File: config.mk
export PLATFORM = sky130hd
export DESIGN_NAME = spi_slave_tx_flat
export DESIGN_NICKNAME = d
export VERILOG_FILES = /design/src/rtl/spi_slave_tx_if.sv /design/src/rtl/spi_slave_tx.sv /design/src/flat_wrapper.sv
export SDC_FILE = /design/constraint.sdc
export NUM_CORES = 1
export LEC_CHECK = 0
export ABC_AREA = 1
export BUFFER_PORTS_ARGS = -buffer_cell sky130_fd_sc_hd__buf_2
export CAP_MARGIN = 10
export CORE_MARGIN = 5
export CORE_UTILIZATION = 50
export CTS_CLUSTER_DIAMETER = 50
export DETAILED_ROUTE_END_ITERATION = 10
export GPL_TIMING_DRIVEN = 0
export PLACE_DENSITY = 0.7
export SLEW_MARGIN = 40
export SYNTH_ARGS = -nofsm -noshare
export SYNTH_HDL_FRONTEND = slang
export SYNTH_SLANG_ARGS = --single-unit
File: constraint.sdc
create_clock -name clk -period 1.5 [get_ports clk]
set_input_delay 0.15 -clock clk [delete_from_list [all_inputs] [get_ports clk]]
set_output_delay 0.15 -clock clk [all_outputs]
set_load 0.01 [all_outputs]
File: src/rtl/spi_slave_tx_if.sv
// Bus bundle for the SPI responder transmitter: SPI pins plus the local
// load/ready handshake and the status strobes.
interface spi_slave_tx_if #(
    parameter int WIDTH = 12
);
    logic             sclk;
    logic             cs;
    logic             miso;
    logic [WIDTH-1:0] din;
    logic             load;
    logic             ready;
    logic             busy;
    logic             done;
    logic             underrun;
    logic             aborted;

    // Transmitter side
    modport slave (
        input  sclk, cs, din, load,
        output miso, ready, busy, done, underrun, aborted
    );

    // SPI master / local producer side
    modport master (
        output sclk, cs, din, load,
        input  miso, ready, busy, done, underrun, aborted
    );
endinterface

File: src/rtl/spi_slave_tx.sv
// SPI responder-side transmitter. Runs on clk only; sclk and cs are
// synchronized, edge-detected into single-cycle strobes, and the word in
// the holding register is shifted out LSB first on miso.
module spi_slave_tx #(
    parameter int WIDTH       = 12,
    parameter int SYNC_STAGES = 2
) (
    input logic           clk,
    input logic           rst,
    spi_slave_tx_if.slave bus
);
    localparam int CNT_W = $clog2(WIDTH);

    typedef enum logic [1:0] {IDLE, SHIFT, FINISH} state_t;

    // Synchronizer chains; vld tracks which stages hold real pin samples so
    // the cs reset value (high) meeting a low pin never looks like a fall.
    logic [SYNC_STAGES-1:0] sclk_sync_reg;
    logic [SYNC_STAGES-1:0] cs_sync_reg;
    logic [SYNC_STAGES-1:0] vld_sync_reg;
    logic                   sclk_prev_reg;
    logic                   cs_prev_reg;
    logic                   vld_prev_reg;
    logic                   sclk_rise_reg;
    logic                   sclk_fall_reg;
    logic                   cs_rise_reg;
    logic                   cs_fall_reg;
    logic                   sclk_last;
    logic                   cs_last;

    state_t               state_reg, state_next;
    logic [WIDTH-1:0]     hold_reg, hold_next;
    logic                 hold_valid_reg, hold_valid_next;
    logic [WIDTH-1:0]     shreg_reg, shreg_next;
    logic [CNT_W-1:0]     bitcnt_reg, bitcnt_next;
    logic                 miso_reg, miso_next;
    logic                 done_reg, done_next;
    logic                 underrun_reg, underrun_next;
    logic                 aborted_reg, aborted_next;

    assign sclk_last = sclk_sync_reg[SYNC_STAGES-1];
    assign cs_last   = cs_sync_reg[SYNC_STAGES-1];

    // Synchronize the pins and register edge strobes (strobe lands
    // SYNC_STAGES+1 cycles after the pin changes).
    always_ff @(posedge clk) begin
        if (rst) begin
            sclk_sync_reg <= '0;
            cs_sync_reg   <= '1;
            vld_sync_reg  <= '0;
            sclk_prev_reg <= 1'b0;
            cs_prev_reg   <= 1'b1;
            vld_prev_reg  <= 1'b0;
            sclk_rise_reg <= 1'b0;
            sclk_fall_reg <= 1'b0;
            cs_rise_reg   <= 1'b0;
            cs_fall_reg   <= 1'b0;
        end else begin
            sclk_sync_reg <= {sclk_sync_reg[SYNC_STAGES-2:0], bus.sclk};
            cs_sync_reg   <= {cs_sync_reg[SYNC_STAGES-2:0], bus.cs};
            vld_sync_reg  <= {vld_sync_reg[SYNC_STAGES-2:0], 1'b1};
            sclk_prev_reg <= sclk_last;
            cs_prev_reg   <= cs_last;
            vld_prev_reg  <= vld_sync_reg[SYNC_STAGES-1];
            sclk_rise_reg <= vld_prev_reg && !sclk_prev_reg && sclk_last;
            sclk_fall_reg <= vld_prev_reg && sclk_prev_reg && !sclk_last;
            cs_rise_reg   <= vld_prev_reg && !cs_prev_reg && cs_last;
            cs_fall_reg   <= vld_prev_reg && cs_prev_reg && !cs_last;
        end
    end

    // State, holding register and shifter registers.
    always_ff @(posedge clk) begin
        if (rst) begin
            state_reg      <= IDLE;
            hold_reg       <= '0;
            hold_valid_reg <= 1'b0;
            shreg_reg      <= '0;
            bitcnt_reg     <= '0;
            miso_reg       <= 1'b0;
            done_reg       <= 1'b0;
            underrun_reg   <= 1'b0;
            aborted_reg    <= 1'b0;
        end else begin
            state_reg      <= state_next;
            hold_reg       <= hold_next;
            hold_valid_reg <= hold_valid_next;
            shreg_reg      <= shreg_next;
            bitcnt_reg     <= bitcnt_next;
            miso_reg       <= miso_next;
            done_reg       <= done_next;
            underrun_reg   <= underrun_next;
            aborted_reg    <= aborted_next;
        end
    end

    // Next-state logic: handshake capture, frame start, shifting, abort.
    always_comb begin
        state_next      = state_reg;
        hold_next       = hold_reg;
        hold_valid_next = hold_valid_reg;
        shreg_next      = shreg_reg;
        bitcnt_next     = bitcnt_reg;
        miso_next       = miso_reg;
        done_next       = 1'b0;
        underrun_next   = 1'b0;
        aborted_next    = 1'b0;

        // A load accepted while a frame starts goes to the next frame;
        // the starting frame sees the register as it was (empty).
        if (bus.load && !hold_valid_reg) begin
            hold_next       = bus.din;
            hold_valid_next = 1'b1;
        end

        case (state_reg)
            IDLE: begin
                miso_next = 1'b0;
                if (cs_fall_reg) begin
                    state_next  = SHIFT;
                    bitcnt_next = '0;
                    if (hold_valid_reg) begin
                        shreg_next      = hold_reg;
                        miso_next       = hold_reg[0];
                        hold_valid_next = 1'b0;
                    end else begin
                        shreg_next    = '0;
                        miso_next     = 1'b0;
                        underrun_next = 1'b1;
                    end
                end
            end
            SHIFT: begin
                if (cs_rise_reg) begin
                    state_next   = IDLE;
                    miso_next    = 1'b0;
                    aborted_next = 1'b1;
                end else begin
                    if (sclk_rise_reg) begin
                        if (bitcnt_reg == CNT_W'(WIDTH - 1)) begin
                            state_next = FINISH;
                            miso_next  = 1'b0;
                            done_next  = 1'b1;
                        end else begin
                            bitcnt_next = bitcnt_reg + 1'b1;
                        end
                    end
                    // Bit 0 was presented at frame start, so the fall
                    // before the first rise must not shift.
                    if (sclk_fall_reg && (bitcnt_reg != '0)) begin
                        shreg_next = shreg_reg >> 1;
                        miso_next  = shreg_reg[1];
                    end
                end
            end
            FINISH: begin
                miso_next = 1'b0;
                if (cs_rise_reg) begin
                    state_next = IDLE;
                end
            end
            default: begin
                state_next = IDLE;
                miso_next  = 1'b0;
            end
        endcase
    end

    assign bus.miso     = miso_reg;
    assign bus.ready    = !hold_valid_reg;
    assign bus.busy     = (state_reg != IDLE);
    assign bus.done     = done_reg;
    assign bus.underrun = underrun_reg;
    assign bus.aborted  = aborted_reg;
endmodule

File: src/flat_wrapper.sv
// flat-port wrapper written by rule: the top's interface ports become plain ports
module spi_slave_tx_flat 
#(
    parameter int WIDTH       = 12,
    parameter int SYNC_STAGES = 2
)
  (clk, rst, bus_sclk, bus_cs, bus_din, bus_load, bus_miso, bus_ready, bus_busy, bus_done, bus_underrun, bus_aborted);
  spi_slave_tx_if #(.WIDTH(WIDTH)) bus_i ();
  input logic clk;
  input logic rst;
  input wire logic [$bits(bus_i.sclk)-1:0] bus_sclk;
  input wire logic [$bits(bus_i.cs)-1:0] bus_cs;
  input wire logic [$bits(bus_i.din)-1:0] bus_din;
  input wire logic [$bits(bus_i.load)-1:0] bus_load;
  output wire logic [$bits(bus_i.miso)-1:0] bus_miso;
  output wire logic [$bits(bus_i.ready)-1:0] bus_ready;
  output wire logic [$bits(bus_i.busy)-1:0] bus_busy;
  output wire logic [$bits(bus_i.done)-1:0] bus_done;
  output wire logic [$bits(bus_i.underrun)-1:0] bus_underrun;
  output wire logic [$bits(bus_i.aborted)-1:0] bus_aborted;
  assign bus_i.sclk = bus_sclk;
  assign bus_i.cs = bus_cs;
  assign bus_i.din = bus_din;
  assign bus_i.load = bus_load;
  assign bus_miso = bus_i.miso;
  assign bus_ready = bus_i.ready;
  assign bus_busy = bus_i.busy;
  assign bus_done = bus_i.done;
  assign bus_underrun = bus_i.underrun;
  assign bus_aborted = bus_i.aborted;
  spi_slave_tx #(.WIDTH(WIDTH), .SYNC_STAGES(SYNC_STAGES)) u_core (.clk(clk), .rst(rst), .bus(bus_i));
endmodule
==> results.json <==
{
  "status": "finished, final reports clean",
  "worst_setup_path_end_kind": "flop",
  "drt_initial_violations": 65,
  "drc_errors": 0,
  "postSynthNetCount": 283,
  "postSynthRegisterBits": 47,
  "syn_area_um2": 1896,
  "drive_gt1_share_pct": 16.72,
  "min_path_type": "input port to flop",
  "tritoncts.num_buffers": 5,
  "fin_tns_setup_ps": 0,
  "critPathKind": "flop to flop",
  "final_net_count": 311,
  "fin_crit_ps": 1320,
  "design.portCount": 23,
  "yosys.area.top_type_share_pct": 49.64,
  "vias_per_cell": 4.865,
  "grt_max_degree": 15,
  "sequential_share_of_the_synthesized_area_pct": 49.64,
  "max_cap_violation_count": 0,
  "cts_tree": "yes",
  "finish.utilization_pct": 59.84,
  "final_min_period_over_clock_period_pct": 88.02,
  "track_usage_pct": 15.85,
  "report.final.slew_viol_count": 0,
  "grt_util_met3_pct": 3.927,
  "wl_per_cell_um": 10.74,
  "max_freq_mhz": 757.4,
  "layout_commonest_cell": "sky130_fd_sc_hd__nor2_1",
  "met1_usage_pct": 19.13,
  "port_buffers": 21,
  "place_inst": 333,
  "floorplan_core_area_um2": 3661,
  "synth_largest_area_cell": "sky130_fd_sc_hd__dfxtp_1",
  "initial_core_util_pct": 51.78,
  "vias_in_the_first_global_route": 1568,
  "timing.final.hold_violations": 0,
  "max_clock_skew_ps": 5.573,
  "clock_tree.root_cell": "sky130_fd_sc_hd__clkbuf_8",
  "setup.worst_path.start_class": "flop",
  "final_cell_count_no_fill": 341,
  "drtAntennaViolNets": 0,
  "slew_headroom_pct": 70.58,
  "number_of_resized_instances_in_the_post_cts_repair_step": 0,
  "power_leakage_nw": 1.020,
  "final_weighted_congestion_in_routability_driven_placement": 0.8015,
  "fin_total_pwr_mw": 2.406,
  "grt_first_pass_wirelength_um": 6548,
  "timing_worst_slew_pin_value_ps": 441.2,
  "numClockSinks": 47,
  "die_area_um2": 5122,
  "grt.met2_usage_pct": 26.94,
  "data_arrival_time_at_the_worst_slack_endpoint_ps": 1510,
  "row_count": 22,
  "floorplan.die.width_um": 71.57,
  "most-common-layout-cells": "sky130_fd_sc_hd__nor2_1 (64), sky130_fd_sc_hd__nand2_1 (50), sky130_fd_sc_hd__dfxtp_1 (45)",
  "die_height_um": 71.57,
  "antenna_found_initial": 0,
  "cts.repair_timing.setup_buffer_count": 0,
  "drt_pre_antenna_iters": 4,
  "largest_register_ff_count": 12,
  "crit_path_max_fanout": 10,
  "grt-ovfl-total": 0,
  "busiest_layer": "met2",
  "path_clk_slew_ps": 80,
  "p_per_area_nw_per_um2": 1098,
  "grt_setup_unrepaired": "no",
  "netlist_instances": 264,
  "most_area_consuming_cells_after_synthesis": "sky130_fd_sc_hd__dfxtp_1 (50%), sky130_fd_sc_hd__nor2_1 (13%), sky130_fd_sc_hd__nand2_1 (10%)",
  "dpl.hpwl_um": 2804,
  "flow.area_growth_from_synthesis_pct": 15.58,
  "worst_ep_required_time_ps": 1690,
  "setup_viol": 0,
  "cts_hold_buf": 0,
  "clock_path_buffers": 2,
  "clock_tree.htree_level_count": 2,
  "mean_syn_cell_area_um2": 7.180,
  "routed-via-count": 1659,
  "power.ir.vdd_worst_mv": 0.7217,
  "ant_diodes": 0,
  "total_number_of_yosys_warnings": 0,
  "worst_skew_pair.late_latency_ps": 290,
  "post_synth_num_cell_types": 22,
  "drt-total-wl_um": 3663
}
power by group:
group | switching [mW] | total [mW] | internal, mW
combinational | 0.0911 | 0.152 | 0.0604
clock | 0.407 | 0.946 | 0.539
sequential | 0.0188 | 1.31 | 1.29
total | 0.517 | 2.41 | 1.89
synth_stat cells (all sizes together):
cell type  instances
dfxtp             47
clkinv             1
o21ai             25
clkbuf             1
ha                 2
nand2             54
nor2              65
nand3             15
buf               10
inv               24
nand4              4
a21oi              8
nor3               5
or2                3
logic make-up after synthesis:
family | count (synthesis) | share of synthesized area (%)
simple gates | 146 | 31.95
flops | 47 | 49.64
fa+ha+maj | 2 | 1.320
buf+inv | 36 | 8.382
compound gates | 33 | 8.713
area by class of cell:
type	instances	area (um^2)
multi-input cells	181	798.3
plain buffers	11	70.07
fillers	360	1470
well taps	48	60.06
inverters	25	96.34
repair buffers	21	105.1
flip-flops and latches	47	943.4
clock buffers	6	82.58
clock inverters	2	35.03
through the flow:
step,setup WS [ps],hold slack (ps),cell area (um^2)
6_report,179.7,42.33,2191
3_3_place_gp,96.04,346.1,2061
3_5_place_dp,84.75,346.9,2061
5_1_grt,10.93,30.49,2191
2_1_floorplan,263.5,253.8,1896
4_1_cts,55.34,40.62,2178
path summary, 6_finish.rpt:
kind                                                   startpoint                                end  slack, ps  cells after the start
worst max register to register  u_core.bitcnt_reg[0]$_SDFFE_PP0P_   u_core.shreg_reg[9]$_SDFFE_PP0P_        180                      9
worst min register to register     u_core.vld_sync_reg[0]$_DFF_P_  u_core.vld_sync_reg[1]$_SDFF_PP0_        400                      2
worst max-delay path            u_core.bitcnt_reg[0]$_SDFFE_PP0P_   u_core.shreg_reg[9]$_SDFFE_PP0P_        180                      9
worst min-delay path                                       bus_cs   u_core.cs_sync_reg[0]$_SDFF_PP1_         40                      2
per-layer routing:
metal  up-vias  part of all wire [%]
met2        21                    49
met3         6                   4.1
met1       751                    45
met4         0                   1.4
li1        881                     -
met5         -                     0
critical path: stages (launching register included):
cell and delay (ps):
sky130_fd_sc_hd__dfxtp_2 360, sky130_fd_sc_hd__inv_1 60, sky130_fd_sc_hd__ha_1 200, sky130_fd_sc_hd__nand3_1 90
sky130_fd_sc_hd__nand2_1 90, sky130_fd_sc_hd__nand2_2 90, sky130_fd_sc_hd__buf_6 130, sky130_fd_sc_hd__nand3_1 80
sky130_fd_sc_hd__nand2_1 70, sky130_fd_sc_hd__nor2_1 50
(Power assumes the default switching activity.)
